## src/rtl/rom_word_loader_pkg.sv

```systemverilog
`default_nettype none
// ============================================================================
//  Module   : rom_word_loader_pkg
//  Purpose  : Shared types and constants for the ROM word loader.
//  Revision : 1.0
// ============================================================================
package rom_word_loader_pkg;

   localparam int unsigned C_BYTE_W = 8;

   typedef enum logic [1:0] {
      ST_IDLE = 2'd0,
      ST_REQ  = 2'd1,
      ST_CAP  = 2'd2,
      ST_OUT  = 2'd3
   } loader_state_e;

endpackage : rom_word_loader_pkg
`default_nettype wire

```

## src/rtl/rom_word_loader_if.sv

```systemverilog
`default_nettype none
// ============================================================================
//  Module   : rom_word_loader_if
//  Purpose  : Control, ROM byte-read and word-write signals of the loader.
//  Revision : 1.0
// ============================================================================
interface rom_word_loader_if #(
   parameter int WORD_BYTES = 4,
   parameter int ADDR_W     = 32,
   parameter int CNT_W      = 16
);
   logic                      start;
   logic [ADDR_W-1:0]         base_addr;
   logic [CNT_W-1:0]          word_count;
   logic                      busy;
   logic                      done;
   logic                      rom_almost_empty;
   logic                      rom_rd_en;
   logic [7:0]                rom_din;
   logic                      wr_valid;
   logic                      wr_ready;
   logic [ADDR_W-1:0]         wr_addr;
   logic [8*WORD_BYTES-1:0]   wr_data;

   // The loader is the master: it requests bytes and issues writes.
   modport master (
      input  start, base_addr, word_count, rom_almost_empty, rom_din, wr_ready,
      output busy, done, rom_rd_en, wr_valid, wr_addr, wr_data
   );

   modport slave (
      output start, base_addr, word_count, rom_almost_empty, rom_din, wr_ready,
      input  busy, done, rom_rd_en, wr_valid, wr_addr, wr_data
   );
endinterface : rom_word_loader_if
`default_nettype wire

```

## src/rtl/rom_word_loader.sv

```systemverilog
`default_nettype none
// ============================================================================
//  Module   : rom_word_loader
//  Purpose  : Pulls ROM bytes one at a time, packs them little-endian into
//             words and writes them to sequential addresses.
//  Revision : 1.0
// ============================================================================
module rom_word_loader #(
   parameter int WORD_BYTES = 4,
   parameter int ADDR_W     = 32,
   parameter int CNT_W      = 16
) (
   input  wire logic          clk,
   input  wire logic          rst,
   rom_word_loader_if.master  bus
);
   import rom_word_loader_pkg::*;

   localparam int                IDX_W       = (WORD_BYTES > 1) ? $clog2(WORD_BYTES) : 1;
   localparam logic [IDX_W-1:0]  C_LAST_IDX  = IDX_W'(WORD_BYTES - 1);
   localparam logic [ADDR_W-1:0] C_ADDR_STEP = ADDR_W'(WORD_BYTES);

   loader_state_e                state_q;
   logic                         busy_q;
   logic                         done_q;
   logic                         wr_valid_q;
   logic [ADDR_W-1:0]            wr_addr_q;
   logic [8*WORD_BYTES-1:0]      wr_data_q;
   logic [IDX_W-1:0]             byte_idx_q;
   logic [CNT_W-1:0]             remaining_q;
   logic                         rd_en_d;

   // Backend has a single-entry buffer, so a request is only ever raised from
   // REQ; CAP always follows, which keeps rd_en from firing on back-to-back cycles.
   assign rd_en_d = (state_q == ST_REQ) & ~bus.rom_almost_empty;

   always_ff @(posedge clk) begin
      if (rst) begin
         state_q     <= ST_IDLE;
         busy_q      <= 1'b0;
         done_q      <= 1'b0;
         wr_valid_q  <= 1'b0;
         wr_addr_q   <= '0;
         wr_data_q   <= '0;
         byte_idx_q  <= '0;
         remaining_q <= '0;
      end else begin
         done_q <= 1'b0;
         case (state_q)
            ST_IDLE: begin
               if (bus.start) begin
                  wr_addr_q   <= bus.base_addr;
                  remaining_q <= bus.word_count;
                  byte_idx_q  <= '0;
                  if (bus.word_count == '0) begin
                     done_q <= 1'b1;
                  end else begin
                     busy_q  <= 1'b1;
                     state_q <= ST_REQ;
                  end
               end
            end

            ST_REQ: begin
               if (rd_en_d) begin
                  state_q <= ST_CAP;
               end
            end

            ST_CAP: begin
               for (int i = 0; i < WORD_BYTES; i++) begin
                  if (byte_idx_q == IDX_W'(i)) begin
                     wr_data_q[i*C_BYTE_W +: C_BYTE_W] <= bus.rom_din;
                  end
               end
               if (byte_idx_q == C_LAST_IDX) begin
                  wr_valid_q <= 1'b1;
                  state_q    <= ST_OUT;
               end else begin
                  byte_idx_q <= byte_idx_q + IDX_W'(1);
                  state_q    <= ST_REQ;
               end
            end

            ST_OUT: begin
               if (bus.wr_ready) begin
                  wr_valid_q  <= 1'b0;
                  wr_addr_q   <= wr_addr_q + C_ADDR_STEP;
                  remaining_q <= remaining_q - CNT_W'(1);
                  byte_idx_q  <= '0;
                  if (remaining_q == CNT_W'(1)) begin
                     busy_q  <= 1'b0;
                     done_q  <= 1'b1;
                     state_q <= ST_IDLE;
                  end else begin
                     state_q <= ST_REQ;
                  end
               end
            end

            default: begin
               state_q <= ST_IDLE;
            end
         endcase
      end
   end

   assign bus.busy      = busy_q;
   assign bus.done      = done_q;
   assign bus.rom_rd_en = rd_en_d;
   assign bus.wr_valid  = wr_valid_q;
   assign bus.wr_addr   = wr_addr_q;
   assign bus.wr_data   = wr_data_q;

endmodule : rom_word_loader
`default_nettype wire
```

## src/flat_wrapper.sv

```systemverilog
// flat-port wrapper written by rule: the top's interface ports become plain ports
module rom_word_loader_flat import rom_word_loader_pkg::*;
#(
   parameter int WORD_BYTES = 4,
   parameter int ADDR_W     = 32,
   parameter int CNT_W      = 16
)
  (clk, rst, bus_start, bus_base_addr, bus_word_count, bus_rom_almost_empty, bus_rom_din, bus_wr_ready, bus_busy, bus_done, bus_rom_rd_en, bus_wr_valid, bus_wr_addr, bus_wr_data);
  rom_word_loader_if #(.WORD_BYTES(WORD_BYTES), .ADDR_W(ADDR_W), .CNT_W(CNT_W)) bus_i ();
  input  wire logic clk;
  input  wire logic rst;
  input wire logic [$bits(bus_i.start)-1:0] bus_start;
  input wire logic [$bits(bus_i.base_addr)-1:0] bus_base_addr;
  input wire logic [$bits(bus_i.word_count)-1:0] bus_word_count;
  input wire logic [$bits(bus_i.rom_almost_empty)-1:0] bus_rom_almost_empty;
  input wire logic [$bits(bus_i.rom_din)-1:0] bus_rom_din;
  input wire logic [$bits(bus_i.wr_ready)-1:0] bus_wr_ready;
  output wire logic [$bits(bus_i.busy)-1:0] bus_busy;
  output wire logic [$bits(bus_i.done)-1:0] bus_done;
  output wire logic [$bits(bus_i.rom_rd_en)-1:0] bus_rom_rd_en;
  output wire logic [$bits(bus_i.wr_valid)-1:0] bus_wr_valid;
  output wire logic [$bits(bus_i.wr_addr)-1:0] bus_wr_addr;
  output wire logic [$bits(bus_i.wr_data)-1:0] bus_wr_data;
  assign bus_i.start = bus_start;
  assign bus_i.base_addr = bus_base_addr;
  assign bus_i.word_count = bus_word_count;
  assign bus_i.rom_almost_empty = bus_rom_almost_empty;
  assign bus_i.rom_din = bus_rom_din;
  assign bus_i.wr_ready = bus_wr_ready;
  assign bus_busy = bus_i.busy;
  assign bus_done = bus_i.done;
  assign bus_rom_rd_en = bus_i.rom_rd_en;
  assign bus_wr_valid = bus_i.wr_valid;
  assign bus_wr_addr = bus_i.wr_addr;
  assign bus_wr_data = bus_i.wr_data;
  rom_word_loader #(.WORD_BYTES(WORD_BYTES), .ADDR_W(ADDR_W), .CNT_W(CNT_W)) u_core (.clk(clk), .rst(rst), .bus(bus_i));
endmodule
```

## config.mk

```make
export PLATFORM = sky130hd
export DESIGN_NAME = rom_word_loader_flat
export DESIGN_NICKNAME = d
export VERILOG_FILES = /design/src/rtl/rom_word_loader_pkg.sv /design/src/rtl/rom_word_loader_if.sv /design/src/rtl/rom_word_loader.sv /design/src/flat_wrapper.sv
export SDC_FILE = /design/constraint.sdc
export NUM_CORES = 1
export LEC_CHECK = 0
export ABC_AREA = 1
export BUFFER_PORTS_ARGS = -buffer_cell sky130_fd_sc_hd__buf_2
export CORE_MARGIN = 4
export CORE_UTILIZATION = 54
export DETAILED_ROUTE_END_ITERATION = 7
export GPL_TIMING_DRIVEN = 0
export PLACE_DENSITY = 0.84
export SYNTH_ARGS = -nofsm -noshare
export SYNTH_HDL_FRONTEND = slang
export SYNTH_SLANG_ARGS = --single-unit
```

## constraint.sdc

```tcl
create_clock -name clk -period 4.3 [get_ports clk]
set_input_delay 0.215 -clock clk [delete_from_list [all_inputs] [get_ports clk]]
set_output_delay 0.215 -clock clk [all_outputs]
set_load 0.005 [all_outputs]
```

=== Word level (Yosys, flattened, before mapping) ===
Cells that the tools add are included.

* Add/sub/neg operators: 3
* $mul: 0
* Div/mod/pow operators: 0
* Order comparisons: 0
* Eq/ne operators: 14
* Shifts and indexed selects: 0
* Mux-type cells: 30
* Bitwise operators: 2
* Reduce and logical (&&, ||, !) cells: 15

{| class="wikitable"
|+ Operators with widths
! cell !! count
|-
| 2-to-1 mux 32 bit || 2
|-
| one-hot mux 32 bit (2 select lines) || 1
|-
| adder 32 x 3 -> 32 bit, second input constant || 1
|-
| 2-to-1 mux 16 bit || 2
|-
| one-hot mux 16 bit (2 select lines) || 1
|-
| equality test 16 x 1 -> 1 bit, second input constant || 1
|-
| logical NOT 16 bit || 1
|-
| 2-to-1 mux 2 bit || 8
|-
| subtractor 16 x 1 -> 16 bit, second input constant || 1
|-
| 2-to-1 mux 1 bit || 11
|-
| inequality test 2 bit, second input constant || 5
|-
| equality test 2 bit, second input constant || 4
|-
| one-hot mux 2 bit (4 select lines) || 1
|-
| AND reduction 2 bit || 4
|-
| AND reduction 4 bit || 2
|-
| one-hot mux 1 bit (2 select lines) || 3
|-
| one-hot mux 2 bit (3 select lines) || 1
|-
| AND reduction 3 bit || 2
|-
| AND reduction 5 bit || 1
|-
| equality test 2 x 1 -> 1 bit, second input constant || 2
|-
| logical NOT 2 bit || 2
|-
| inequality test 2 x 1 -> 1 bit, second input constant || 2
|-
| nonzero test 2 bit || 2
|-
| nonzero test 3 bit || 1
|-
| other kinds (3) || 3
|}

* Register bits after elaboration: 87
* Latch bits: 0
* Bits in writable memories: 0
* ROM bits: 0
* Bits of input ports: 61
* Output and inout port bits: 68
* Word-level logic and storage cells: 75
* Memories kept: 0

=== Logic depth before layout (Yosys ltp) ===
* Depth after elaboration: 4
* Mapped depth: 11
* Depth with buffers taken out: 11

=== Least setup slack after synthesis ===
Ideal clock, no wire load.

* Path type: reg2reg
* From: register u_core.state_q[0]
* To: register u_core.wr_addr_q[14], in the netlist u_core.bus.wr_addr[14]
* Library setup time: 116 ps
* Arrival: 1,442 ps
* Required time: 4,184 ps
* Slack: 2,742 ps
* Cell stages (with the launch flop): 11
* Buffers on the path: 2
* Clock period less this slack: 1,558 ps
* Cells stage by stage: dfxtp_1 inv_1 ha_1 inv_1 o21ai_2 nor2_4 buf_6 buf_6 nand2_1 o21ai_0 nor2_1

* Word-level cells in the longest chain between the ends: 3
* Elaborated cells on any way between the ends: 7

{| class="wikitable"
|+ Ends and longest elaborated chain
! what !! RTL line !! source
|-
| start, declared || rom_word_loader.sv:23 || <nowiki>loader_state_e state_q;</nowiki>
|-
| start signal, assigned || rom_word_loader.sv:39 || <nowiki>state_q <= ST_IDLE;</nowiki>
|-
| start signal, assigned || rom_word_loader.sv:59 || <nowiki>state_q <= ST_REQ;</nowiki>
|-
| start signal, assigned || rom_word_loader.sv:66 || <nowiki>state_q <= ST_CAP;</nowiki>
|-
| equality test 2 bit or logical NOT 2 bit (tied branches) || rom_word_loader.sv:49 || <nowiki>case (state_q)</nowiki>
|-
| inequality test 2 bit (no line) or nonzero test 2 bit (tied branches) || -- ||
|-
| AND reduction 3 bit (no line) || -- ||
|-
| end signal, assigned || rom_word_loader.sv:52 || <nowiki>wr_addr_q <= bus.base_addr;</nowiki>
|-
| end signal, assigned || rom_word_loader.sv:88 || <nowiki>wr_addr_q <= wr_addr_q + C_ADDR_STEP;</nowiki>
|-
| end, declared || rom_word_loader.sv:27 || <nowiki>logic [ADDR_W-1:0] wr_addr_q;</nowiki>
|}

Several ways; a longest one is shown, not always the timed one.
A chain may end at the register's enable or synchronous reset.

=== Worst setup path after layout ===
* From: register u_core.state_q[0]
* To: register u_core.wr_addr_q[12], in the netlist u_core.bus.wr_addr[12]

The elaborated chain is that of the path after synthesis.

==> flow_metrics.py <==
metrics = {
    "route": {
        "ant_nets": 0,
        "vias_per_cell": 5.54,
        "drt-total-wl_microns": 16100,
        "drtIter0Drc": 510,
        "wl_per_cell_microns": 15.1,
        "num_vias": 5943,
        "drc": 0,
        "drt_pass1_iterations": 5,
    },
    "sta": {
        "max_freq_ghz": 0.471,
        "holdWs_ps": 76.5,
        "setup_tns_ps": 0,
        "finClkSkew_ps": 8.45,
        "setup_viol": 0,
        "post-route-period-util": 0.493,
        "maxSlewViolCount": 0,
        "relSlewSlack": 0.528,
        "tightest_slew_ps": 707,
        "fin_ws_ps": 2180,
        "final-hold-violation-count": 0,
        "min_period_ps": 2120,
        "rsz0062_at_grt": "false",
    },
    "clock_tree": {
        "postCtsSetupBuffers": 0,
        "clk_path_buf_depth": 2,
        "path_clk_slew_ps": 110,
        "cts_sinks": 87,
        "holdBufCountCts": 0,
        "ctsResizeCount": 0,
        "cts_buffers": 9,
        "insertion_delay_ps": 370,
        "cts_max_level": 3,
        "cts_tree": "built",
        "root_buffer": "clkbuf_8",
    },
    "logic_synthesis": {
        "async_reset_ff_frac": 0,
        "netlist_instances": 818,
        "ys_types": 35,
        "syn_nets": 892,
        "avgSynthCellArea_sq_um": 6.21,
        "synth_edf_count": 0,
        "synth_warnings": 0,
        "seq_area_frac_synth": 0.343,
        "ys_ff_latch": 87,
        "yosys_most_used_dff": "dfxtp_1",
        "syn_area_sq_mm": 0.00508,
    },
    "power": {
        "power_frac_comb": 0.482,
        "p_clk_frac": 0.163,
        "p_leak_nw": 2.69,
        "p_seq_frac": 0.355,
        "p_int_mw": 1.95,
        "p_per_area_mw_per_mm2": 610,
        "p_sw_frac": 0.474,
        "vdd_drop_max_uv": 300,
        "p_sw_mw": 1.75,
    },
    "setup_path": {
        "crit_path_end_kind": "flop",
        "worstPathRequired_ps": 4610,
        "critPathMaxStageDelay_ps": 480,
        "critPathSlowestCell": "dfxtp_1",
        "cp_num_cells": 10,
        "startpoint": "u_core.state_q[0]$_SDFFE_PP0P_",
        "r2r_slack_ps": 2180,
        "cpMostUsedCell": "inv_1",
        "crit_fanout": 10,
        "crit_chain": "inv_1 > ha_1 > inv_1 > o21ai_2 > nor2_4 > inv_2 > buf_6 > nor2_1 > o221ai_1 > a21oi_1",
        "crit_path_start_kind": "flop",
        "reg2reg_depth": 10,
        "path_buf_inv": 4,
        "critPathCapture": "u_core.bus.wr_addr[12]$_SDFFE_PP0P_",
        "r2r-start": "u_core.state_q[0]$_SDFFE_PP0P_",
        "crit_family": "buffers and inverters",
        "crit_type": "reg -> reg",
        "crit_arrival_ps": 2430,
        "r2r-end": "u_core.bus.wr_addr[12]$_SDFFE_PP0P_",
    },
    "floorplan": {
        "dieArea_sq_mm": 0.0110,
        "fp.dieW_microns": 105,
        "floorplan.initialDensity": 0.552,
        "io_pins": 129,
        "die_h_microns": 105,
        "rows": 35,
        "core_area_sq_mm": 0.00920,
    },
    "place": {
        "port-buffer-count": 127,
        "dp.cells": 1056,
        "pre_cts_slack_ps": 2300,
        "dp_hpwl_microns": 12200,
        "gp_congestion": 0.938,
    },
    "global_routing": {
        "gr-usage-met1": 0.404,
        "grt-busiest-layer": "met2",
        "grt_start_max_net_pins": 20,
        "overflow": 0,
        "met3_usage": 0.0581,
        "use_met2": 0.448,
        "grt_pass1_vias": 5271,
        "antenna_found_initial": 0,
        "grt.total_usage": 0.291,
        "grt_pass1_wl_microns": 26100,
    },
    "cells_and_area": {
        "n_antenna_cell": 0,
        "final_core_util": 0.659,
        "fin_nets": 1030,
        "final_cells": 1072,
        "final_common_cell": "nand2_1",
        "drive_gt1_frac": 0.187,
        "area_delta_synth_final_pct": 19.3,
        "layout_common_cells": "nand2_1 (200), nor2_1 (178), buf_2 (134), dfxtp_1 (87), o21ai_0 (70)",
    },
    "job": {
        "drv_cap": 0,
    },
    "hold_path": {
        "hp-class": "in -> reg",
    },
    "status": {
        "status": "finished clean",
    },
}
==> worst min path at each step <==
stage                                         from                             endpoint  slack, ps  depth (start not counted)
2_1_floorplan                     bus_base_addr[3]   u_core.bus.wr_addr[3]$_SDFFE_PP0P_        380                          2
3_3_place_gp   u_core.remaining_q[15]$_SDFFE_PP0P_  u_core.remaining_q[15]$_SDFFE_PP0P_        450                          2
3_5_place_dp   u_core.remaining_q[15]$_SDFFE_PP0P_  u_core.remaining_q[15]$_SDFFE_PP0P_        460                          2
4_1_cts                                        rst    u_core.byte_idx_q[0]$_SDFFE_PP0P_         60                          2
5_1_grt                                        rst    u_core.byte_idx_q[0]$_SDFFE_PP0P_         80                          2
6_report                                       rst    u_core.byte_idx_q[0]$_SDFFE_PP0P_         80                          2
==> metal layers <==
layer  vias to the layer above  wire length (microns)
met3                        40                   1900
met5                         -                      0
met1                      2651                   6910
met4                         0                    430
li1                       2912                      -
met2                       340                   6910
==> power groups by stage <==
stage                     logic (mW)  clock network, mW  registers [mW]
final                           1.78              0.603            1.31
after global routing            2.01              0.634            1.34
after CTS                       1.75              0.604            1.30
after detailed placement        1.75                  0            1.32
after global placement          1.72                  0            1.31
after floorplan                 1.21                  0            1.27
==> metrics by stage <==
| stage | cell area (sq um) | total power, mW |
|---|---|---|
| 2_1_floorplan | 5080 | 2.48 |
| 4_1_cts | 6060 | 3.66 |
| 6_report | 6060 | 3.70 |
| 3_3_place_gp | 5850 | 3.04 |
| 3_5_place_dp | 5850 | 3.07 |
| 5_1_grt | 6060 | 3.99 |
==> layout make-up <==
type                    count  area [sq um]
repair buffers            127           636
well taps                 111           139
plain buffers              31           176
flip-flops and latches     87          1740
clock inverters             7          83.8
multi-input cells         632          2910
clock buffers               9           124
fillers                   892          3140
inverters                  68           255
==> sequential cells by signal, summed over array words and instances (netlist names) <==
signal / flops
u_core.remaining_q: 16
u_core.byte_idx_q: 2
u_core.bus.done: 1
u_core.bus.wr_addr: 32
u_core.bus.busy: 1
u_core.bus.wr_data: 32
u_core.state_q: 2
u_core.bus.wr_valid: 1
==> kinds of logic after synthesis <==
group / count (synthesis) / synth area share
AOI/OAI and AO/OA: 152 / 0.159
buffers and inverters: 99 / 0.0850
adders and majority gates: 13 / 0.0320
xor gates and xnor gates: 3 / 0.00517
and+or+nand+nor: 464 / 0.376
DFF: 87 / 0.343
==> synth_stat cells (3+ instances only) <==
library cell / instances / area (sq um)
nand3b_1: 4 / 30.0
clkbuf_1: 16 / 60.1
nand2_1: 200 / 751
o31ai_1: 3 / 22.5
a21oi_1: 61 / 305
buf_2: 7 / 35.0
a31oi_1: 3 / 18.8
buf_6: 4 / 45.0
a211oi_1: 5 / 37.5
buf_4: 3 / 22.5
nand3_1: 48 / 240
o21ai_0: 70 / 350
nor2_4: 3 / 33.8
nand2_2: 8 / 50.1
nand4_1: 8 / 50.1
nor2_2: 5 / 31.3
nor3_1: 6 / 30.0
o211ai_1: 3 / 22.5
or2_2: 3 / 18.8
inv_1: 65 / 244
dfxtp_1: 87 / 1740
ha_1: 13 / 163
nor2_1: 178 / 668
No activity file was read; power rests on OpenSTA's default activity.
